`src/rtl/ripple_count_extender_pkg.sv`:
```
// Shared constants and helpers for the ripple counter extender and its snapshot FIFO.
package ripple_count_extender_pkg;

    localparam int SYNC_STAGES = 2;
    localparam int EXT_W_DEF   = 16;
    localparam int DEPTH_DEF   = 4;

    // Level counter needs one extra bit so that "full" (== DEPTH) is representable.
    function automatic int lvl_w(input int depth);
        return $clog2(depth) + 1;
    endfunction

endpackage

```
`src/rtl/ripple_count_extender_snap_fifo.sv`:
```
// First-word fall-through snapshot FIFO with a sticky overflow flag for dropped pushes.
module snap_fifo
    import ripple_count_extender_pkg::*;
#(
    parameter int W     = EXT_W_DEF,
    parameter int DEPTH = DEPTH_DEF
) (
    input  logic                    clk,
    input  logic                    rst_n,
    input  logic                    push,
    input  logic [W-1:0]            push_data,
    input  logic                    pop,
    input  logic                    clr_ovf,
    output logic                    out_valid,
    output logic [W-1:0]            out_data,
    output logic [lvl_w(DEPTH)-1:0] level,
    output logic                    overflow
);

    localparam int LW = lvl_w(DEPTH);
    localparam int AW = LW - 1;

    logic [LW-1:0] wr_ptr, rd_ptr;
    logic [W-1:0]  mem [DEPTH];
    logic          empty, full, pop_ok, push_ok, drop;

    assign level   = wr_ptr - rd_ptr;
    assign empty   = (level == '0);
    assign full    = (level == LW'(DEPTH));
    assign pop_ok  = pop && !empty;
    // A pop frees the slot in the same cycle, so a full FIFO still accepts a push.
    assign push_ok = push && (!full || pop_ok);
    assign drop    = push && full && !pop_ok;

    assign out_valid = !empty;
    assign out_data  = empty ? '0 : mem[rd_ptr[AW-1:0]];

    always_ff @(posedge clk) begin
        if (push_ok) mem[wr_ptr[AW-1:0]] <= push_data;
    end

    always_ff @(posedge clk or negedge rst_n) begin
        if (!rst_n) begin
            wr_ptr   <= '0;
            rd_ptr   <= '0;
            overflow <= 1'b0;
        end else begin
            if (push_ok) wr_ptr <= wr_ptr + 1'b1;
            if (pop_ok)  rd_ptr <= rd_ptr + 1'b1;
            if (drop)         overflow <= 1'b1;
            else if (clr_ovf) overflow <= 1'b0;
        end
    end

endmodule

```
`src/rtl/ripple_count_extender.sv`:
```
// Extends an asynchronous 3-bit ripple counter: synchronize, filter transients,
// count wraps into an upper field, and queue snapshots of the extended count.
module ripple_count_extender
    import ripple_count_extender_pkg::*;
#(
    parameter int EXT_W = EXT_W_DEF,
    parameter int DEPTH = DEPTH_DEF
) (
    input  logic                    clk,
    input  logic                    rst_n,
    input  logic [2:0]              q_in,
    input  logic                    snap_req,
    input  logic                    out_ready,
    input  logic                    clr_ovf,
    output logic [EXT_W-1:0]        count_ext,
    output logic                    wrap_pulse,
    output logic                    out_valid,
    output logic [EXT_W-1:0]        out_data,
    output logic [lvl_w(DEPTH)-1:0] fifo_level,
    output logic                    overflow
);

    localparam int UP_W = EXT_W - 3;

    logic [SYNC_STAGES-1:0][2:0] sync_q;
    logic [2:0]                  s2, s2_prev, stab;
    logic [UP_W-1:0]             upper;
    logic                        agree_new;

    assign s2        = sync_q[SYNC_STAGES-1];
    // Only a value seen on two consecutive samples is trusted; ripple transients never agree.
    assign agree_new = (s2 == s2_prev) && (s2 != stab);
    assign count_ext = {upper, stab};

    always_ff @(posedge clk or negedge rst_n) begin
        if (!rst_n) begin
            sync_q     <= '0;
            s2_prev    <= '0;
            stab       <= '0;
            upper      <= '0;
            wrap_pulse <= 1'b0;
        end else begin
            sync_q     <= {sync_q[SYNC_STAGES-2:0], q_in};
            s2_prev    <= s2;
            wrap_pulse <= 1'b0;
            if (agree_new) begin
                stab <= s2;
                // Upper field rolls over silently at all-ones.
                if (s2 < stab) begin
                    upper      <= upper + 1'b1;
                    wrap_pulse <= 1'b1;
                end
            end
        end
    end

    snap_fifo #(
        .W     (EXT_W),
        .DEPTH (DEPTH)
    ) u_snap_fifo (
        .clk       (clk),
        .rst_n     (rst_n),
        .push      (snap_req),
        .push_data (count_ext),
        .pop       (out_ready),
        .clr_ovf   (clr_ovf),
        .out_valid (out_valid),
        .out_data  (out_data),
        .level     (fifo_level),
        .overflow  (overflow)
    );

endmodule

```
`config.mk`:
```
export PLATFORM = sky130hd
export DESIGN_NAME = ripple_count_extender
export DESIGN_NICKNAME = d
export VERILOG_FILES = /design/src/rtl/ripple_count_extender_pkg.sv /design/src/rtl/ripple_count_extender_snap_fifo.sv /design/src/rtl/ripple_count_extender.sv
export SDC_FILE = /design/constraint.sdc
export NUM_CORES = 1
export LEC_CHECK = 0
export ABC_AREA = 1
export CORE_ASPECT_RATIO = 0.7
export CORE_UTILIZATION = 40
export DETAILED_ROUTE_END_ITERATION = 16
export PLACE_DENSITY = 0.67
export REMOVE_ABC_BUFFERS = 1
export SYNTH_ARGS = -nofsm -noshare
export SYNTH_HDL_FRONTEND = slang
export SYNTH_SLANG_ARGS = --single-unit
```
`constraint.sdc`:
```
create_clock -name clk -period 5.9 [get_ports clk]
set_clock_uncertainty 0.15 [all_clocks]
set_input_delay 0.885 -clock clk [delete_from_list [all_inputs] [get_ports clk]]
set_output_delay 0.885 -clock clk [all_outputs]
set_load 0.01 [all_outputs]
```
### After elaboration in Yosys (flattened, before gate mapping)

Memory sizes are Yosys's and may differ from the RTL's.
Cells that the tools add are included.

* reductions and logical operators: 12
* muxes and demuxes: 7
* $lt $le $gt $ge: 1
* add/subtract/negate cells: 4
* equality and inequality tests: 3

Operator list (number)
* $mux 16: 1
* $add 13x1->13 const B: 1
* $add 3x1->3 const B: 2
* $mux 1: 6
* $logic_and 1x1->1: 5
* $eq 3x3->1: 1
* $eq 3x3->1 const B: 1
* $logic_not 1->1: 3
* $logic_not 3->1: 1
* $lt 3x3->1: 1
* $ne 3x3->1: 1
* $sub 3x3->3: 1
* $reduce_and 2->1: 1
* $reduce_bool 2->1: 1
* $logic_or 1x1->1: 1

* register bits after elaboration: 33
* memory bits (writable): 64
* memories kept: 1
* output and inout port bits: 38
* logic and storage cells: 37

Memories
* u_snap_fifo.mem: depth 4, bits a word 16, read ports 1, clocked after memory_dff 0, wr ports 1, RTL line ripple_count_extender_snap_fifo.sv:24 `logic [W-1:0] mem [DEPTH];`

### Depth between registers and ports, before layout

Gate-level depths: netlist of the first run.

* depth after elaboration: 8
* mapped depth: 10

### By module

A second synthesis of the first run with hierarchy kept.

* cells, all modules: 438
* area, all modules: 4352.9 µm²

Modules (own cells, without submodules)
* snap_fifo: instances 1, area each 3057.9 µm², cells each 272
* ripple_count_extender: instances 1, area each 1295.0 µm², cells each 166

### Worst setup path after synthesis of the first run

Ideal clock, no wire load.

* path kind: register to register
* start: reg u_snap_fifo.wr_ptr[0]
* end: mem u_snap_fifo.mem[0][0] (netlist bit), enable pin
* setup time: 0.389 ns
* data arrival time: 2.196 ns
* cell stages (with the launch flop): 9
* data required time: 5.361 ns
* slack: 3.166 ns
* path through: dfrtp_1 inv_1 ha_1 fa_1 nand2_1 nor2_1 nand3_1 nand2_1 nor2_1

* longest elaborated chain between the ends: 8

Ends and longest elaborated chain
* start: declaration: RTL line ripple_count_extender_snap_fifo.sv:23 `logic [LW-1:0] wr_ptr, rd_ptr;`
* start signal: assignment: RTL line ripple_count_extender_snap_fifo.sv:48 `if (push_ok) wr_ptr <= wr_ptr + 1'b1;`
* $sub 3x3->3: RTL line ripple_count_extender_snap_fifo.sv:27 `assign level = wr_ptr - rd_ptr;`
* $logic_not 3->1: RTL line ripple_count_extender_snap_fifo.sv:28 `assign empty = (level == '0);`
* $logic_not 1->1: RTL line ripple_count_extender_snap_fifo.sv:30 `assign pop_ok = pop && !empty;`
* $logic_and 1x1->1: RTL line ripple_count_extender_snap_fifo.sv:30
* $logic_or 1x1->1: RTL line ripple_count_extender_snap_fifo.sv:32 `assign push_ok = push && (!full || pop_ok);`
* $logic_and 1x1->1: RTL line ripple_count_extender_snap_fifo.sv:32
* $mux 1: RTL line ripple_count_extender_snap_fifo.sv:39 `if (push_ok) mem[wr_ptr[AW-1:0]] <= push_data;`
* $mux 1 (implied by the code): RTL line ripple_count_extender_snap_fifo.sv:39
* end: declaration: RTL line ripple_count_extender_snap_fifo.sv:24

Several ways; a longest one is shown, not always the timed one.

### Worst setup path in the final report of the first run

* start: reg u_snap_fifo.rd_ptr[0]
* end: out out_data[5]

* longest elaborated chain between the ends: 3

Ends and longest elaborated chain
* start: declaration: RTL line ripple_count_extender_snap_fifo.sv:23
* start signal: assignment: RTL line ripple_count_extender_snap_fifo.sv:49 `if (pop_ok) rd_ptr <= rd_ptr + 1'b1;`
* $sub 3x3->3: RTL line ripple_count_extender_snap_fifo.sv:27
* $logic_not 3->1: RTL line ripple_count_extender_snap_fifo.sv:28
* $mux 16 *: RTL line ripple_count_extender_snap_fifo.sv:36 `assign out_data = empty ? '0 : mem[rd_ptr[AW-1:0]];`
* end: declaration: RTL line ripple_count_extender.sv:18 `output logic [EXT_W-1:0] out_data,`

Mark *: on every way between the ends. The rest lies on a longest branch, timed or not.

==> summary.md, run 1 <==
| Metric | Value |
|---|---|
| Critical Path, Cell by Cell | `ha_1 > fa_1 > nand2_1 > inv_1 > nand3_1 > nand2_1 > inv_1 > clkdlybuf4s50_1` |
| Routability cong. | `0.811` |
| CTS Buffer Depth | `2` |
| Ys Warns | `0` |
| Post-synthesis sequential area ratio | `a little under two thirds` |
| Routed via count | `3006` |
| Post-DP HPWL | `5.35 mm` |
| Total wire length | `a little over 8 mm` |
| Adder-Cell Fraction of Synth Area | `3.37%` |
| CP required | `a little under 5 ns` |
| GR Overflow Total | `0` |
| Worst hold slack | `between 0.2 and 0.25 ns` |
| Post-Synthesis Cells | `439` |
| Layout cells sized above 1 | `roughly 5.5%` |
| Register bit total from synthesis | `between 90 and 100` |
| Reg2reg start | `u_snap_fifo.rd_ptr[0]` |
| Final net count | `503` |
| Chip width | `around 130 um` |
| EDFF count, synth | `between 60 and 70` |
| Synth top area share | `44.6%` |
| Port buffer count | `45` |
| Total CTS buffers | `9` |
| Register area | `2750 um2` |
| Final TNS setup | `0 ns` |
| Static Leak | `0.00220 uW` |
| Crit Path Max Fanout | `36` |
| Area share of and/or/nand/nor cells after synthesis | `19.6%` |
| Num Clock Sinks | `97` |
| Post-synth ARST share | `between 30% and 40%` |
| WP buf/inv | `3` |
| CTS tree | `built` |
| Global-route usage over all layers | `between 10% and 20%` |
| R2r endpoint | `u_snap_fifo.mem[3][3]` |
| Ys flop type | `edfxtp_1` |
| Worst Path Arrival | `3.63 ns` |
| Synth Area in Compound Gates | `under 10%` |
| Synth area leaders | `edfxtp_1 45%, dfrtp_1 19%, nand2_1 9.9%` |
| DR WL/cell | `13.3 um` |
| Library cells used by synthesis | `24` |
| H-tree depth | `3` |
| Remaining antenna violation count after routing | `0` |
| Max-slew headroom | `25.7%` |
| Hold-critical path depth | `0` |
| DRC viols | `0` |
| Initial DRC count | `roughly 240` |
| CTS resizes | `0` |
| Post-synthesis xor/xnor area fraction | `1.42%` |
| Worst Hold Class | `register to register` |
| Max VDD drop | `0.000253 V` |
| CP startpoint kind | `register` |
| Max Cap Violations | `0` |
| Area grow syn2layout | `19.9%` |
| Final period utilization | `79.1%` |
| Postcts setup bufs | `0` |
| Worst Hold Endpoint | `s2[0]` |
| Vias per cell | `4.84` |
| Largest net degree at the start of global routing | `37` |
| Area occupied by multi-input gates | `1320 um2` |
| Core area | `about 10000 um2` |
| Num rows | `31` |
| Post-layout util | `49.8%` |
| Total Die Area | `11200 um2` |
| Pre-antenna DRT Iters | `4` |
| Outcome | `complete, no violations` |
| Synthesized area per cell | `9.82 um2` |
| Synth area leader | `edfxtp_1` |
| Cell family with most CP delay | `flip-flops` |
| Cell Area, Synth | `4310 um2` |
| Worst Reg-to-Reg Cells | `7` |
| Unrepaired setup endpoints after global routing | `false` |
| Clk root buf | `clkbuf_16` |
| Fillers | `between 900 and 1000` |
| Critical path class | `register to primary output` |
| FF-to-FF setup slack | `2.21 ns` |
| Final Max Tran Viols | `0` |
| Post-route minimum period | `4.66 ns` |
| CTS clk-pin slew, worst paths | `~0.070 ns` |
| Die Ht | `a little under 90 um` |
| Hold_sp | `sync_q[0]` |
| Hold Buf Count CTS | `0` |
| CP max stage cell | `dfrtp_1` |
| Vias in the first global route | `2891` |
| CP max stage delay | `1.08 ns` |
| Combinational family with the most area after synthesis | `simple AND/OR/NAND/NOR gates` |
| Mux contribution to synthesized area | `0%` |
| Initial antenna violation count | `0` |
| First-pass GRT wire length | `between 10 and 15 mm` |
| Pwr Density | `520 nW/um2` |
| Worst slew pin tran | `1.11 ns` |
| Max Fclk | `approximately 0.21 GHz` |
| ANT cells | `0` |
| Hold Fails Final Rpt | `0` |
| Count of final setup violators | `0` |
| Initial core utilization | `a little over 40%` |
| Boundary pin count | `46` |
| Clock latency on the worst-skew pair | `roughly 0.33 ns` |
| CP endpoint kind | `primary output` |
==> final cells by class <==
type,count,share of cell area [%]
Tap cell,132,3.19
Multi-Input combinational cell,281,25.6
Timing Repair Buffer,48,9.14
Clock buffer,9,4.35
Inverter,47,3.41
Clock inverter,7,1.21
Sequential cell,97,53.1
==> sequential cells by signal, summed over array words and instances, names as in the netlist <==
| name | count |
|---|---|
| u_snap_fifo.mem | 64 |
| upper | 13 |
| s2 | 3 |
| s2_prev | 3 |
| stab | 3 |
| sync_q | 3 |
| u_snap_fifo.rd_ptr | 3 |
| u_snap_fifo.wr_ptr | 3 |
| u_snap_fifo.overflow | 1 |
| wrap_pulse | 1 |
==> worst reg2reg max path: cells and delay by family, from the launching register on <==
| kind | cells | cell delay, ns |
|---|---|---|
| flip-flops | 1 | 1.08 |
| adder cells (fa/ha/maj) | 2 | 0.74 |
| AND/OR/NAND/NOR | 5 | 1.32 |
==> routing by layer <==
layer | GRT usage (%) | vias up | wire length [um] | part of all wire (%)
li1 | - | 1526 | - | -
met1 | 21.4 | 1413 | 4110 | 50
met2 | 27.9 | 65 | 3730 | 45
met3 | 4.72 | 2 | 423 | 5.1
met4 | 3.94 | 0 | 24 | 0.29
met5 | 0 | - | 0 | 0
==> cell usage in the layout (no fill, tap or decap), types with 2 or more instances in the layout <==
cell type / synthesis / routed
nand2_1: 114 / 114
clkbuf_16: 0 / 9
nand4_1: 4 / 4
o21ai_1: 4 / 4
nand3b_1: 2 / 2
dfrtp_1: 33 / 33
o21ai_0: 49 / 49
buf_4: 1 / 3
ha_1: 10 / 10
clkinv_4: 0 / 3
clkdlybuf4s50_1: 0 / 45
nor2_2: 2 / 5
nor2_1: 68 / 65
inv_1: 46 / 46
edfxtp_1: 64 / 64
inv_6: 0 / 2
nand3_1: 18 / 18
xor2_1: 6 / 6
==> worst max path at each step <==
stage              endpoint                   from  cells past startpoint
2_1_floorplan   out_data[0]  u_snap_fifo.rd_ptr[0]                      7
3_3_place_gp    out_data[5]  u_snap_fifo.rd_ptr[0]                      8
3_5_place_dp    out_data[5]  u_snap_fifo.rd_ptr[0]                      8
4_1_cts         out_data[5]  u_snap_fifo.rd_ptr[0]                      8
5_1_grt        out_data[12]  u_snap_fifo.rd_ptr[0]                      8
6_report        out_data[5]  u_snap_fifo.rd_ptr[0]                      8
==> through the flow <==
stage	std cells	area [um2]	worst slack [ns]	total power [uW]
global placement	605	4880	1.64	2150
CTS	621	5170	1.17	2730
detailed placement	605	4880	1.54	2180
finish	621	5170	1.24	2690
global route	621	5170	0.879	2910
floorplan	425	4240	2.61	1620
==> kinds of logic after synthesis <==
| logic type | Yosys count |
|---|---|
| DFF | 97 |
| buffers and inverters | 61 |
| and+or+nand+nor | 210 |
| xor gates and xnor gates | 7 |
| adders and majority gates | 11 |
| AOI/OAI and AO/OA | 53 |
==> power by group <==
group	internal [uW]	switching, uW
clock network	294	251
registers	904	122
logic	513	609
total	1710	982
==> Yosys cell counts, types with 2 or more instances <==
cell type	n
buf_2	6
clkbuf_1	3
clkbuf_2	2
dfrtp_1	33
edfxtp_1	64
ha_1	10
inv_1	46
nand2_1	114
nand3_1	18
nand3b_1	2
nand4_1	4
nor2_1	68
nor2_2	2
o21ai_0	49
o21ai_1	4
xor2_1	6
Power figures use the tool's default switching activity.
==> run 2: changes to the inputs <==
==> constraint.sdc (replaced) <==
create_clock -name clk -period 4.65 [get_ports clk]
set_clock_uncertainty 0.15 [all_clocks]
set_input_delay 0.6975 -clock clk [delete_from_list [all_inputs] [get_ports clk]]
set_output_delay 0.6975 -clock clk [all_outputs]
set_load 0.01 [all_outputs]
==> summary.md, run 2 (synthesized netlist as in run 1, its figures left out) <==
| Metric | Value |
|---|---|
| Outcome | `complete, no violations (unchanged)` |
| Max VDD drop | `0.000266 V (was 0.000253 V)` |
| DRC viols | `0 (unchanged)` |
| Global-route usage over all layers | `16.8% (was 16.5%)` |
| Hold Fails Final Rpt | `0 (unchanged)` |
| CP required | `3.80 ns (was 4.87 ns)` |
| Count of final setup violators | `0 (unchanged)` |
| Initial antenna violation count | `0 (unchanged)` |
| Worst slew pin tran | `0.921 ns (was 1.11 ns)` |
| Chip width | `126 um (unchanged)` |
| Num Clock Sinks | `97 (unchanged)` |
| CTS Buffer Depth | `2 (unchanged)` |
| Max Cap Violations | `0 (unchanged)` |
| Switching fraction of total power | `36.5% (about the same)` |
| Max-slew headroom | `38.5% (was 25.7%)` |
| Internal Power | `2180 uW (was 1710 uW)` |
| Postcts setup bufs | `0 (unchanged)` |
| ANT cells | `0 (unchanged)` |
| Final net count | `508 (was 503)` |
| Most frequent cells in the layout | `114 x nand2_1, 68 x nor2_1, 64 x edfxtp_1 (was 114 x nand2_1, 65 x nor2_1, 64 x edfxtp_1)` |
| CTS tree | `built (unchanged)` |
| Boundary pin count | `46 (unchanged)` |
| Routed via count | `3012 (was 3006)` |
| Final TNS setup | `0 ns (unchanged)` |
| Total Die Area | `11200 um2 (unchanged)` |
| Largest register FFs | `64 (unchanged)` |
| Vias in the first global route | `2856 (was 2891)` |
| Pwr Density | `663 nW/um2 (was 520 nW/um2)` |
| Core area | `10400 um2 (unchanged)` |
| CP max stage cell | `clkdlybuf4s50_1 (was dfrtp_1)` |
| CTS resizes | `0 (unchanged)` |
| CP endpoint kind | `primary output (unchanged)` |
| Remaining antenna violation count after routing | `0 (unchanged)` |
| Sw Pwr | `1250 uW (was 982 uW)` |
| Static Leak | `0.00222 uW (was 0.00220 uW)` |
| Critical path class | `register to primary output (unchanged)` |
| Total wire length | `8.38 mm (was 8.29 mm)` |
| Port buffer count | `45 (unchanged)` |
| Initial core utilization | `41.5% (unchanged)` |
| Clk pwr share | `19.1% (was 20.2%)` |
| CTS clk-pin slew, worst paths | `0.06 ns (was 0.07 ns)` |
| Post-route minimum period | `between 3 and 4 ns` |
| First-pass GRT wire length | `14.0 mm (about the same)` |
| Total CTS buffers | `9 (unchanged)` |
| Routability cong. | `0.806 (was 0.811)` |
| Worst Path Arrival | `2.86 ns (was 3.63 ns)` |
| Critical Path, Cell by Cell | `inv_1 > ha_1 > fa_1 > nand2_1 > inv_1 > nand3_1 > buf_4 > nand2_1 > inv_1 > clkdlybuf4s50_1 (was ha_1 > fa_1 > nand2_1 > inv_1 > nand3_1 > nand2_1 > inv_1 > clkdlybuf4s50_1)` |
| DR WL/cell | `13.4 um (was 13.3 um)` |
| Most common cell after layout, fill and taps aside | `nand2_1 (unchanged)` |
| CP max stage delay | `0.53 ns (was 1.08 ns)` |
| Cell family with most CP delay | `buffers and inverters (was flip-flops)` |
| CP dominant cell by count | `inv_1` |
| Layout cells sized above 1 | `5.47% (was 5.52%)` |
| Area grow syn2layout | `20.1% (was 19.9%)` |
| Clk root buf | `clkbuf_16 (unchanged)` |
| Post-DP HPWL | `5.38 mm (was 5.35 mm)` |
| GR Overflow Total | `0 (unchanged)` |
| Clock latency on the worst-skew pair | `0.33 ns (about the same)` |
| Unrepaired setup endpoints after global routing | `false (unchanged)` |
| Hold Buf Count CTS | `0 (unchanged)` |
| Crit Path Max Fanout | `16 (was 36)` |
| H-tree depth | `3 (unchanged)` |
| Largest net degree at the start of global routing | `36 (was 37)` |
| Max Fclk | `0.270 GHz` |
| WP buf/inv | `5 (was 3)` |
| Comb pwr share | `44.2% (was 41.7%)` |
| CP startpoint kind | `register (unchanged)` |
| Worst Hold Class | `register to register (unchanged)` |
| Post-layout util | `49.8% (about the same)` |
| Sequential share of power | `36.8% (was 38.1%)` |
| Die Ht | `88.9 um (unchanged)` |
| Vias per cell | `4.81 (was 4.84)` |
| Initial DRC count | `180 (was 241)` |
| Pre-antenna DRT Iters | `5 (was 4)` |
| Final Max Tran Viols | `0 (unchanged)` |
| Final period utilization | `around four fifths` |
| Num rows | `31 (unchanged)` |
## run 2: changes by cell type in the layout (fill, tap and decap cells not counted), sizes merged
cell / before / now
buf: 3 / 8
inv: 50 / 47
clkinv: 3 / 5
clkbuf: 9 / 10
## run 2: final cells by class
class / count / area [um2]
repair buffers: 53 / 510
multi-input cells: 281 / 1320
clock buffers: 10 / 229
inverters: 47 / 176
clock inverters: 6 / 35.0
flip-flops and latches: 97 / 2750
well taps: 132 / 165
fillers: 956 / 5220
## run 2: power groups by stage
stage	sequential, uW	clock, uW	combinational, uW
after floorplan	1310	0	745
after global placement	1270	0	1490
after detailed placement	1280	0	1530
after CTS	1260	672	1540
after global routing	1280	705	1710
final	1260	655	1520
## run 2: final timing paths
| check | start | endpoint | slack, ns | cells past startpoint |
|---|---|---|---|---|
| max in group asynchronous | rst_n | s2_prev[2] | 3.40 | 2 |
| max reg2reg | u_snap_fifo.wr_ptr[0] | u_snap_fifo.mem[3][7] | 2.04 | 9 |
| max | u_snap_fifo.wr_ptr[0] | out_data[10] | 0.94 | 10 |
| min in group asynchronous | rst_n | u_snap_fifo.overflow | 0.62 | 2 |
| min reg2reg | sync_q[1] | s2[1] | 0.20 | 0 |
| min | sync_q[1] | s2[1] | 0.20 | 0 |
## run 2: metal layers
layer / vias to the layer above / GRT usage, % / part of all wire [%] / routed length [um]
met5: - / 0 / 0 / 0
met4: 0 / 7.12 / 0.95 / 80
met3: 7 / 4.23 / 5.1 / 431
met2: 73 / 26.3 / 44 / 3670
met1: 1405 / 22.6 / 50 / 4190
li1: 1527 / - / - / -
## run 2: metrics by stage
stage | worst slack (ns) | instances | cell area [um2] | power [uW] | hold WS [ns]
2_1_floorplan | 1.54 | 425 | 4240 | 2050 | 0.181
3_5_place_dp | 1.31 | 610 | 4910 | 2810 | 0.185
5_1_grt | 0.736 | 626 | 5180 | 3700 | 0.200
6_report | 0.942 | 626 | 5180 | 3430 | 0.198
4_1_cts | 0.935 | 626 | 5180 | 3470 | 0.199
3_3_place_gp | 1.39 | 610 | 4910 | 2760 | 0.181
==> run 3: changes to the inputs <==
==> constraint.sdc (replaced) <==
create_clock -name clk -period 3.57 [get_ports clk]
set_clock_uncertainty 0.15 [all_clocks]
set_input_delay 0.5355 -clock clk [delete_from_list [all_inputs] [get_ports clk]]
set_output_delay 0.5355 -clock clk [all_outputs]
set_load 0.01 [all_outputs]
==> summary.md, run 3 (synthesized netlist as in run 1, its figures left out) <==
| Metric | Value |
|---|---|
| Outcome | `complete, no violations (unchanged)` |
| Post-layout util | `50.2% (was 49.8%)` |
| CTS tree | `built (unchanged)` |
| DRC viols | `0 (unchanged)` |
| Crit Path Max Fanout | `21 (was 16)` |
| Pwr Total | `4530 uW (was 3430 uW)` |
| Largest register FFs | `64 (unchanged)` |
| Total CTS buffers | `9 (unchanged)` |
| H-tree depth | `3 (unchanged)` |
| CP endpoint kind | `primary output (unchanged)` |
| Boundary pin count | `46 (unchanged)` |
| Chip width | `126 um (unchanged)` |
| CP startpoint kind | `register (unchanged)` |
| Pre-antenna DRT Iters | `4 (was 5)` |
| GR Overflow Total | `0 (unchanged)` |
| Max VDD drop | `0.000353 V (was 0.000266 V)` |
| First-pass GRT wire length | `14.1 mm (was 14.0 mm)` |
| Post-DP HPWL | `5.38 mm (about the same)` |
| ANT cells | `0 (unchanged)` |
| Worst hold slack | `0.198 ns (about the same)` |
| Num Clock Sinks | `97 (unchanged)` |
| Clock latency on the worst-skew pair | `0.35 ns (was 0.33 ns)` |
| DR WL/cell | `13.5 um (was 13.4 um)` |
| Fillers | `932 (was 956)` |
| Final Max Tran Viols | `0 (unchanged)` |
| Initial antenna violation count | `0 (unchanged)` |
| Largest net degree at the start of global routing | `35 (was 36)` |
| CP required | `2.88 ns (was 3.80 ns)` |
| Post-route minimum period | `3.35 ns` |
| Postcts setup bufs | `0 (unchanged)` |
| Num rows | `31 (unchanged)` |
| Die Ht | `88.9 um (unchanged)` |
| Vias in the first global route | `2846 (was 2856)` |
| Hold Buf Count CTS | `0 (unchanged)` |
| Remaining antenna violation count after routing | `0 (unchanged)` |
| Worst Path Arrival | `2.67 ns (was 2.86 ns)` |
| Core area | `10400 um2 (unchanged)` |
| Area grow syn2layout | `20.9% (was 20.1%)` |
| Hold Fails Final Rpt | `0 (unchanged)` |
| Worst Hold Class | `register to register (unchanged)` |
| Routed via count | `3030 (was 3012)` |
| Max Cap Violations | `0 (unchanged)` |
| CTS Buffer Depth | `2 (unchanged)` |
| Non-Filler Instances | `628 (was 626)` |
| Clk root buf | `clkbuf_16 (unchanged)` |
| Global-route usage over all layers | `17.0% (was 16.8%)` |
| CTS clk-pin slew, worst paths | `0.07 ns (was 0.06 ns)` |
| DP Cell Count | `612 (was 610)` |
| Max Fclk | `between 0.2 and 0.3 GHz` |
| Final TNS setup | `0 ns (unchanged)` |
| Unrepaired setup endpoints after global routing | `false (unchanged)` |
| Most common cell after layout, fill and taps aside | `nand2_1 (unchanged)` |
| Port buffer count | `45 (unchanged)` |
| Final period utilization | `93.9%` |
| Routability cong. | `0.802 (was 0.806)` |
| Max-slew headroom | `64.3% (was 38.5%)` |
| Most frequent cells in the layout | `114 x nand2_1, 68 x nor2_1, 64 x edfxtp_1 (unchanged)` |
| Static Leak | `0.00223 uW (was 0.00222 uW)` |
| Initial DRC count | `209 (was 180)` |
| Final net count | `510 (was 508)` |
| Total wire length | `8.48 mm (was 8.38 mm)` |
| Layout cells sized above 1 | `6.25% (was 5.47%)` |
| Pwr Density | `868 nW/um2 (was 663 nW/um2)` |
| CTS resizes | `0 (unchanged)` |
| Initial core utilization | `41.5% (unchanged)` |
| Total Die Area | `11200 um2 (unchanged)` |
| Vias per cell | `4.82 (was 4.81)` |
| Critical path class | `register to primary output (unchanged)` |
| Count of final setup violators | `0 (unchanged)` |
| Worst slew pin tran | `0.534 ns (was 0.921 ns)` |
run 3: changes by cell type in the layout (fill, tap and decap cells not counted), sizes merged:
cell,delta
buf,+2
clkbuf,-1
clkinvlp,+1
inv,+4
clkinv,-4
run 3: final timing paths:
check                                            from               endpoint  slack [ns]  cells past startpoint
worst min register to register              sync_q[0]                  s2[0]        0.20                      0
worst min-delay path                        sync_q[0]                  s2[0]        0.20                      0
worst max-delay path            u_snap_fifo.wr_ptr[0]           out_data[11]        0.22                     10
min in group asynchronous                       rst_n   u_snap_fifo.overflow        0.45                      2
worst max register to register  u_snap_fifo.wr_ptr[0]  u_snap_fifo.mem[2][3]        1.02                      9
max in group asynchronous                       rst_n               upper[7]        2.49                      2
run 3: final cells by class:
| type | count | area, um2 | area share [%] |
|---|---|---|---|
| clock inverter | 7 | 58.8 | 1.13 |
| clock buffer | 9 | 225 | 4.32 |
| tap | 132 | 165 | 3.17 |
| inverter | 47 | 176 | 3.38 |
| sequential | 97 | 2750 | 52.7 |
| timing repair buffer | 55 | 526 | 10.1 |
| multi-input combinational | 281 | 1320 | 25.2 |
run 3: worst max-delay path, cell delays in order, from the launching register on:
cell and delay, ns:
dfrtp_1 0.39, inv_1 0.10, ha_1 0.20, fa_1 0.46
nand2_1 0.10, inv_1 0.04, nand3_1 0.08, buf_4 0.26
nand2_1 0.09, inv_1 0.05, clkdlybuf4s50_1 0.52
run 3: where the power goes:
| part | internal, uW | switching, uW |
|---|---|---|
| Combinational | 893 | 1090 |
| Sequential | 1490 | 150 |
| Clock | 483 | 423 |
run 3: routing by layer:
layer | routed length (um) | vias to the layer above | part of all wire (%) | global-route usage, %
met5 | 0 | - | 0 | 0
met4 | 101 | 0 | 1.2 | 4.60
met3 | 503 | 11 | 5.9 | 5.93
met2 | 3850 | 81 | 45 | 27.0
met1 | 4020 | 1404 | 47 | 22.3
li1 | - | 1534 | - | -
run 3: metrics by stage:
step / setup slack, ns / instance area (um2)
after floorplan: 0.460 / 4240
after global placement: 0.644 / 4930
after detailed placement: 0.586 / 4930
after CTS: 0.207 / 5210
after global routing: 0.0448 / 5210
final: 0.218 / 5210
